[src/rtl/filtr_pkg.sv]
// filtr_pkg: shared definitions for the filter sequencing controller.
//   - DEF_DATA_SIZE / DEF_TIMEOUT / DEF_CNT_SIZE : default parameter values
//   - state_e : sequencer FSM state enumeration (also exported for debug)
package filtr_pkg;

  localparam int DEF_DATA_SIZE = 24;
  localparam int DEF_TIMEOUT   = 256;
  localparam int DEF_CNT_SIZE  = 8;

  typedef enum logic [1:0] {
    ST_IDLE = 2'd0,
    ST_TRIG = 2'd1,
    ST_WAIT = 2'd2,
    ST_OUT  = 2'd3
  } state_e;

endpackage

[src/rtl/sat_cnt.sv]
// sat_cnt: saturating up-counter.
//   clk   : rising-edge clock
//   reset : synchronous active-low clear (takes priority over inc)
//   inc   : count enable, one step per cycle
//   value : current count, sticks at all-ones
module sat_cnt #(
  parameter int WIDTH = 8
) (
  input  logic             clk,
  input  logic             reset,
  input  logic             inc,
  output logic [WIDTH-1:0] value
);

  always_ff @(posedge clk) begin
    if (!reset) begin
      value <= '0;
    end else if (inc && (value != {WIDTH{1'b1}})) begin
      value <= value + WIDTH'(1);
    end
  end

endmodule

[src/rtl/filtr_seq_ctrl.sv]
// filtr_seq_ctrl: sequences ADC samples through an external filter core
// (or around it in bypass) and presents each result to a DAC-side consumer.
//
// Ports:
//   clk, reset            : rising-edge clock, synchronous active-low reset
//   in_strobe, in_data    : one-cycle ADC sample strobe and sample
//   bypass                : route the sample straight to the output (sampled
//                           only when a strobe is accepted in IDLE)
//   flt_data_in           : registered sample presented to the filter core
//   flt_sample            : one-cycle trigger to the filter core
//   flt_done/flt_data_out : filter completion flag and result
//   out_valid/out_ready   : result handshake; a transfer happens on a cycle
//                           where both are 1. out_valid stays 1 and out_data
//                           stays constant until that transfer.
//   out_data              : result register
//   busy                  : 1 whenever the sequencer is not in IDLE
//   drop_cnt, tmo_cnt     : saturating counts of dropped strobes / timeouts
//   dbg_state             : current FSM state for observation
module filtr_seq_ctrl
  import filtr_pkg::*;
#(
  parameter int DATA_SIZE = DEF_DATA_SIZE,
  parameter int TIMEOUT   = DEF_TIMEOUT,
  parameter int CNT_SIZE  = DEF_CNT_SIZE
) (
  input  logic                 clk,
  input  logic                 reset,
  input  logic                 in_strobe,
  input  logic [DATA_SIZE-1:0] in_data,
  input  logic                 bypass,
  output logic [DATA_SIZE-1:0] flt_data_in,
  output logic                 flt_sample,
  input  logic                 flt_done,
  input  logic [DATA_SIZE-1:0] flt_data_out,
  output logic                 out_valid,
  input  logic                 out_ready,
  output logic [DATA_SIZE-1:0] out_data,
  output logic                 busy,
  output logic [CNT_SIZE-1:0]  drop_cnt,
  output logic [CNT_SIZE-1:0]  tmo_cnt,
  output state_e               dbg_state
);

  // The WAIT counter only has to reach TIMEOUT-1.
  localparam int                WAIT_W    = (TIMEOUT > 1) ? $clog2(TIMEOUT) : 1;
  localparam logic [WAIT_W-1:0] WAIT_LAST = WAIT_W'(TIMEOUT - 1);

  state_e            state_q, state_d;
  logic [WAIT_W-1:0] wait_q;

  logic ld_sample;   // capture in_data for the filter core
  logic ld_bypass;   // out_data <= in_data
  logic ld_result;   // out_data <= flt_data_out
  logic ld_pass;     // out_data <= flt_data_in (filter timed out)
  logic wait_clr;
  logic wait_inc;
  logic drop_inc;
  logic tmo_inc;

  always_comb begin
    state_d   = state_q;
    ld_sample = 1'b0;
    ld_bypass = 1'b0;
    ld_result = 1'b0;
    ld_pass   = 1'b0;
    wait_clr  = 1'b0;
    wait_inc  = 1'b0;
    tmo_inc   = 1'b0;
    unique case (state_q)
      ST_IDLE: begin
        if (in_strobe) begin
          if (bypass) begin
            ld_bypass = 1'b1;
            state_d   = ST_OUT;
          end else begin
            ld_sample = 1'b1;
            state_d   = ST_TRIG;
          end
        end
      end
      ST_TRIG: begin
        // flt_done is deliberately not looked at here.
        wait_clr = 1'b1;
        state_d  = ST_WAIT;
      end
      ST_WAIT: begin
        // Completion beats a coincident timeout.
        if (flt_done) begin
          ld_result = 1'b1;
          state_d   = ST_OUT;
        end else if (wait_q == WAIT_LAST) begin
          ld_pass = 1'b1;
          tmo_inc = 1'b1;
          state_d = ST_OUT;
        end else begin
          wait_inc = 1'b1;
        end
      end
      ST_OUT: begin
        if (out_ready) begin
          state_d = ST_IDLE;
        end
      end
      default: state_d = ST_IDLE;
    endcase
  end

  // The source cannot stall: any strobe outside IDLE is lost.
  assign drop_inc = in_strobe && (state_q != ST_IDLE);

  always_ff @(posedge clk) begin
    if (!reset) begin
      state_q     <= ST_IDLE;
      wait_q      <= '0;
      flt_data_in <= '0;
      out_data    <= '0;
    end else begin
      state_q <= state_d;
      if (wait_clr) begin
        wait_q <= '0;
      end else if (wait_inc) begin
        wait_q <= wait_q + WAIT_W'(1);
      end
      if (ld_sample) begin
        flt_data_in <= in_data;
      end
      if (ld_bypass) begin
        out_data <= in_data;
      end else if (ld_result) begin
        out_data <= flt_data_out;
      end else if (ld_pass) begin
        out_data <= flt_data_in;
      end
    end
  end

  // Gated by reset so these are low for the whole reset period, not just
  // after the first reset edge.
  assign flt_sample = reset && (state_q == ST_TRIG);
  assign out_valid  = reset && (state_q == ST_OUT);
  assign busy       = reset && (state_q != ST_IDLE);
  assign dbg_state  = state_q;

  sat_cnt #(.WIDTH(CNT_SIZE)) u_drop_cnt (
    .clk   (clk),
    .reset (reset),
    .inc   (drop_inc),
    .value (drop_cnt)
  );

  sat_cnt #(.WIDTH(CNT_SIZE)) u_tmo_cnt (
    .clk   (clk),
    .reset (reset),
    .inc   (tmo_inc),
    .value (tmo_cnt)
  );

endmodule

[config.mk]
export PLATFORM = sky130hd
export DESIGN_NAME = filtr_seq_ctrl
export DESIGN_NICKNAME = d
export VERILOG_FILES = /design/src/rtl/filtr_pkg.sv /design/src/rtl/sat_cnt.sv /design/src/rtl/filtr_seq_ctrl.sv
export SDC_FILE = /design/constraint.sdc
export NUM_CORES = 1
export LEC_CHECK = 0
export BUFFER_PORTS_ARGS = -buffer_cell sky130_fd_sc_hd__buf_2
export CAP_MARGIN = 10
export CORE_MARGIN = 4
export CORE_UTILIZATION = 54
export DETAILED_ROUTE_END_ITERATION = 8
export HOLD_SLACK_MARGIN = 0.05
export PLACE_DENSITY = 0.86
export SLEW_MARGIN = 0
export SYNTH_ARGS = -nofsm -noshare
export SYNTH_HDL_FRONTEND = slang
export SYNTH_SLANG_ARGS = --single-unit
export TNS_END_PERCENT = 1
[constraint.sdc]
create_clock -name clk -period 3.5 [get_ports clk]
set_input_delay 0 -clock clk [delete_from_list [all_inputs] [get_ports clk]]
set_output_delay 0 -clock clk [all_outputs]
set_load 0.005 [all_outputs]
==> key figures <==
Power
  • LEAKAGE: 2.18 nW
  • PwrDens: 524 nW/µm²
  • Pwr Total: 0.00239 W
  • Peak supply drop: 0.357 mV

Clock tree
  • Root buf cell: clkbuf_8
  • Hold_buf cts: 26
  • Htree depth: 3
  • # Post-CTS Setup Buffers: 0
  • CTS Sinks: 74
  • Num CTS Buffers: 9
  • CTS tree: yes
  • Reg clk slew, reported paths: 80 ps
  • Max Buffers Root-to-Sink: 2
  • Clk_lat worst skew: 340 ps
  • # resized after CTS: 0

Die
  • Row cnt: 28
  • Die H: 88.1 µm
  • Initial Util: 57.1%
  • IO Pins: 123
  • Chip Width: 88.1 µm
  • Die area: 7750 µm²
  • Core region area: 6060 µm²

Worst setup path
  • CP Cell Sequence: inv_1 -> ha_1 -> nand2_1 -> buf_4 -> o311ai_2 -> and2_1 -> a22o_1
  • Crit. End Element: flip-flop
  • Slowest stage delay, CP: 470 ps
  • Cell family with the largest share of critical-path delay: simple AND/OR/NAND/NOR gates
  • CP max-delay cell: and2_1
  • Crit-path max FO: 25
  • CP Data Required Time: 3730 ps
  • Crit start category: flip-flop
  • Worst path arrival time: 2540 ps
  • CP Class: flip-flop to flip-flop
  • Crit path buf inv count: 2

Logic synthesis
  • Register area share after synthesis: 42.8%
  • Fraction of registers with async set/reset: 0%
  • Synth warn: 0
  • Synth Net Count: 466
  • EDFF count, synth: 0
  • Most common flop cell mapped by yosys: dfxtp_1
  • #FFs+latches synth: 74
  • Post-Synthesis Cell Area: 3460 µm²
  • Cells after Synth: 405
  • Synthesized area per cell: 8.55 µm²
  • Synth cell types: 44

Drt
  • DR WL met3: 837 µm
  • Antenna-violating nets left: 0
  • DR WL/cell: 16.1 µm
  • Metal2 WL: 4880 µm
  • Metal-1 WL: 4070 µm
  • Via density per instance: 5.71
  • DRT Wirelength: 10000 µm
  • Iteration-0 DRC Markers: 251
  • Vias post-DR: 3566
  • DRC Markers: 0
  • First-pass DRT Iterations: 5
  • Top layer in use: met4

Placed design
  • # placed instances: 582
  • Dpl hpwl: 6610 µm
  • Placer congestion estimate: 0.868
  • Port buffer count: 122

STA
  • Max Slew Vio Count: 0
  • Peak Freq: 0.434 GHz
  • Min Hold Slack: 87.5 ps
  • RSZ-0062 raised after global routing: no
  • Tmin final: 2300 ps
  • Slew of the pin with the lowest slew margin: 937 ps
  • Final hold vios: 0
  • Final setup viols: 0
  • Setup TNS: 0 ps
  • Skew final: 10.5 ps
  • Max_slew headroom: 37.5%
  • Tcrit/Tclk final: 65.9%

Finish
  • Finished Layout Cells: 624
  • Fill cells: 445
  • Most frequent cells in the layout: buf_2 (122), dfxtp_1 (74), nand2_1 (62)
  • Most common cell after layout, fill and taps aside: buf_2
  • Share of layout cells above drive strength 1: 26.8%
  • Synthesis-to-layout area growth: 31.9%
  • Nets: 605
  • Layout Utilization: 75.3%
  • Antenna Cells: 0

Global routing
  • First-pass GRT wire length: 15700 µm
  • Number of global-route vias before repair: 3460
  • Largest net degree at the start of global routing: 49
  • GR Util All Layers: 25.6%
  • Initial antenna violation count: 0
  • Gr ovfl total: 0

Run status
  • Status: finished, final reports clean

Hold path
  • Hold Path Class: input pin to flip-flop

Job
  • Max_cap viols: 0
metrics by stage:
step                cell area (µm²)  setup WS (ps)
detailed placement             4090           1220
floorplan                      3460           1700
finish                         4560           1200
global route                   4560            997
global placement               4090           1320
CTS                            4560           1180
flip-flops by register name, indices dropped and copies added, names as in the netlist:
name / cells
flt_data_in: 24
out_data: 24
u_drop_cnt.value: 8
u_tmo_cnt.value: 8
wait_q: 8
dbg_state: 2
final cells by class:
class | count | area, µm² | share of cell area, %
Clock buffer | 11 | 131 | 2.88
Multi-Input combinational cell | 301 | 1850 | 40.6
Sequential cell | 74 | 1480 | 32.5
Inverter | 5 | 18.8 | 0.411
Timing Repair Buffer | 153 | 908 | 19.9
Tap cell | 75 | 93.8 | 2.06
Clock inverter | 5 | 78.8 | 1.73
kinds of logic after synthesis:
family                   after synthesis  synth area share [%]
AO/OA/AOI/OAI                        106                  19.7
XOR/XNOR                               9                  2.28
adder cells (fa/ha/maj)                7                  2.53
buffers and inverters                 30                  3.87
flip-flops                            74                  42.8
multiplexers                          29                  8.39
AND/OR/NAND/NOR                      150                  20.4
worst paths after layout:
| path | start | end | slack [ps] | cells past startpoint |
|---|---|---|---|---|
| worst max-delay path | dbg_state[0]$_SDFFE_PN0P_ | out_data[22]$_SDFFE_PN0P_ | 1200 | 7 |
| worst min-delay path | flt_data_out[4] | out_data[4]$_SDFFE_PN0P_ | 90 | 4 |
| worst max register to register | dbg_state[0]$_SDFFE_PN0P_ | out_data[22]$_SDFFE_PN0P_ | 1200 | 7 |
| worst min register to register | flt_data_in[21]$_SDFFE_PN0P_ | flt_data_in[21]$_SDFFE_PN0P_ | 470 | 2 |
power by group:
group | internal [W] | leakage, nW | switching [W]
Combinational | 0.000300 | 1.48 | 0.000388
Sequential | 0.000931 | 0.600 | 0.0000704
Clock | 0.000401 | 0.107 | 0.000303
cells in the mapped netlist (3+ instances only):
library cell / number / area [µm²]
o31ai_1: 4 / 30.0
a311oi_1: 3 / 26.3
a211oi_1: 4 / 30.0
clkbuf_1: 13 / 48.8
nand3_1: 9 / 45.0
inv_1: 5 / 18.8
nor2_1: 42 / 158
xnor2_1: 3 / 26.3
or4_1: 3 / 22.5
o21ai_0: 4 / 20.0
nand2_1: 62 / 233
nor2b_1: 4 / 25.0
o211ai_1: 4 / 30.0
mux2i_1: 29 / 290
nor3_1: 4 / 20.0
dfxtp_1: 74 / 1480
buf_4: 3 / 22.5
a22o_1: 24 / 210
a21oi_1: 57 / 285
ha_1: 7 / 87.6
buf_2: 8 / 40.0
xor2_1: 6 / 52.6
nand2b_1: 4 / 25.0
and2_1: 5 / 31.3
layer usage:
layer,up-vias,track usage [%]
li1,1714,-
met3,25,4.33
met2,175,42.9
met5,-,0
met4,0,14.6
met1,1652,31.1
worst register-to-register path, cell delays in order (launching register included):
cell and delay [ps]:
dfxtp_1 370, inv_1 90, ha_1 270, nand2_1 80
buf_4 380, o311ai_2 190, and2_1 470, a22o_1 330
Note: power is estimated with default switching activity, not from simulation.
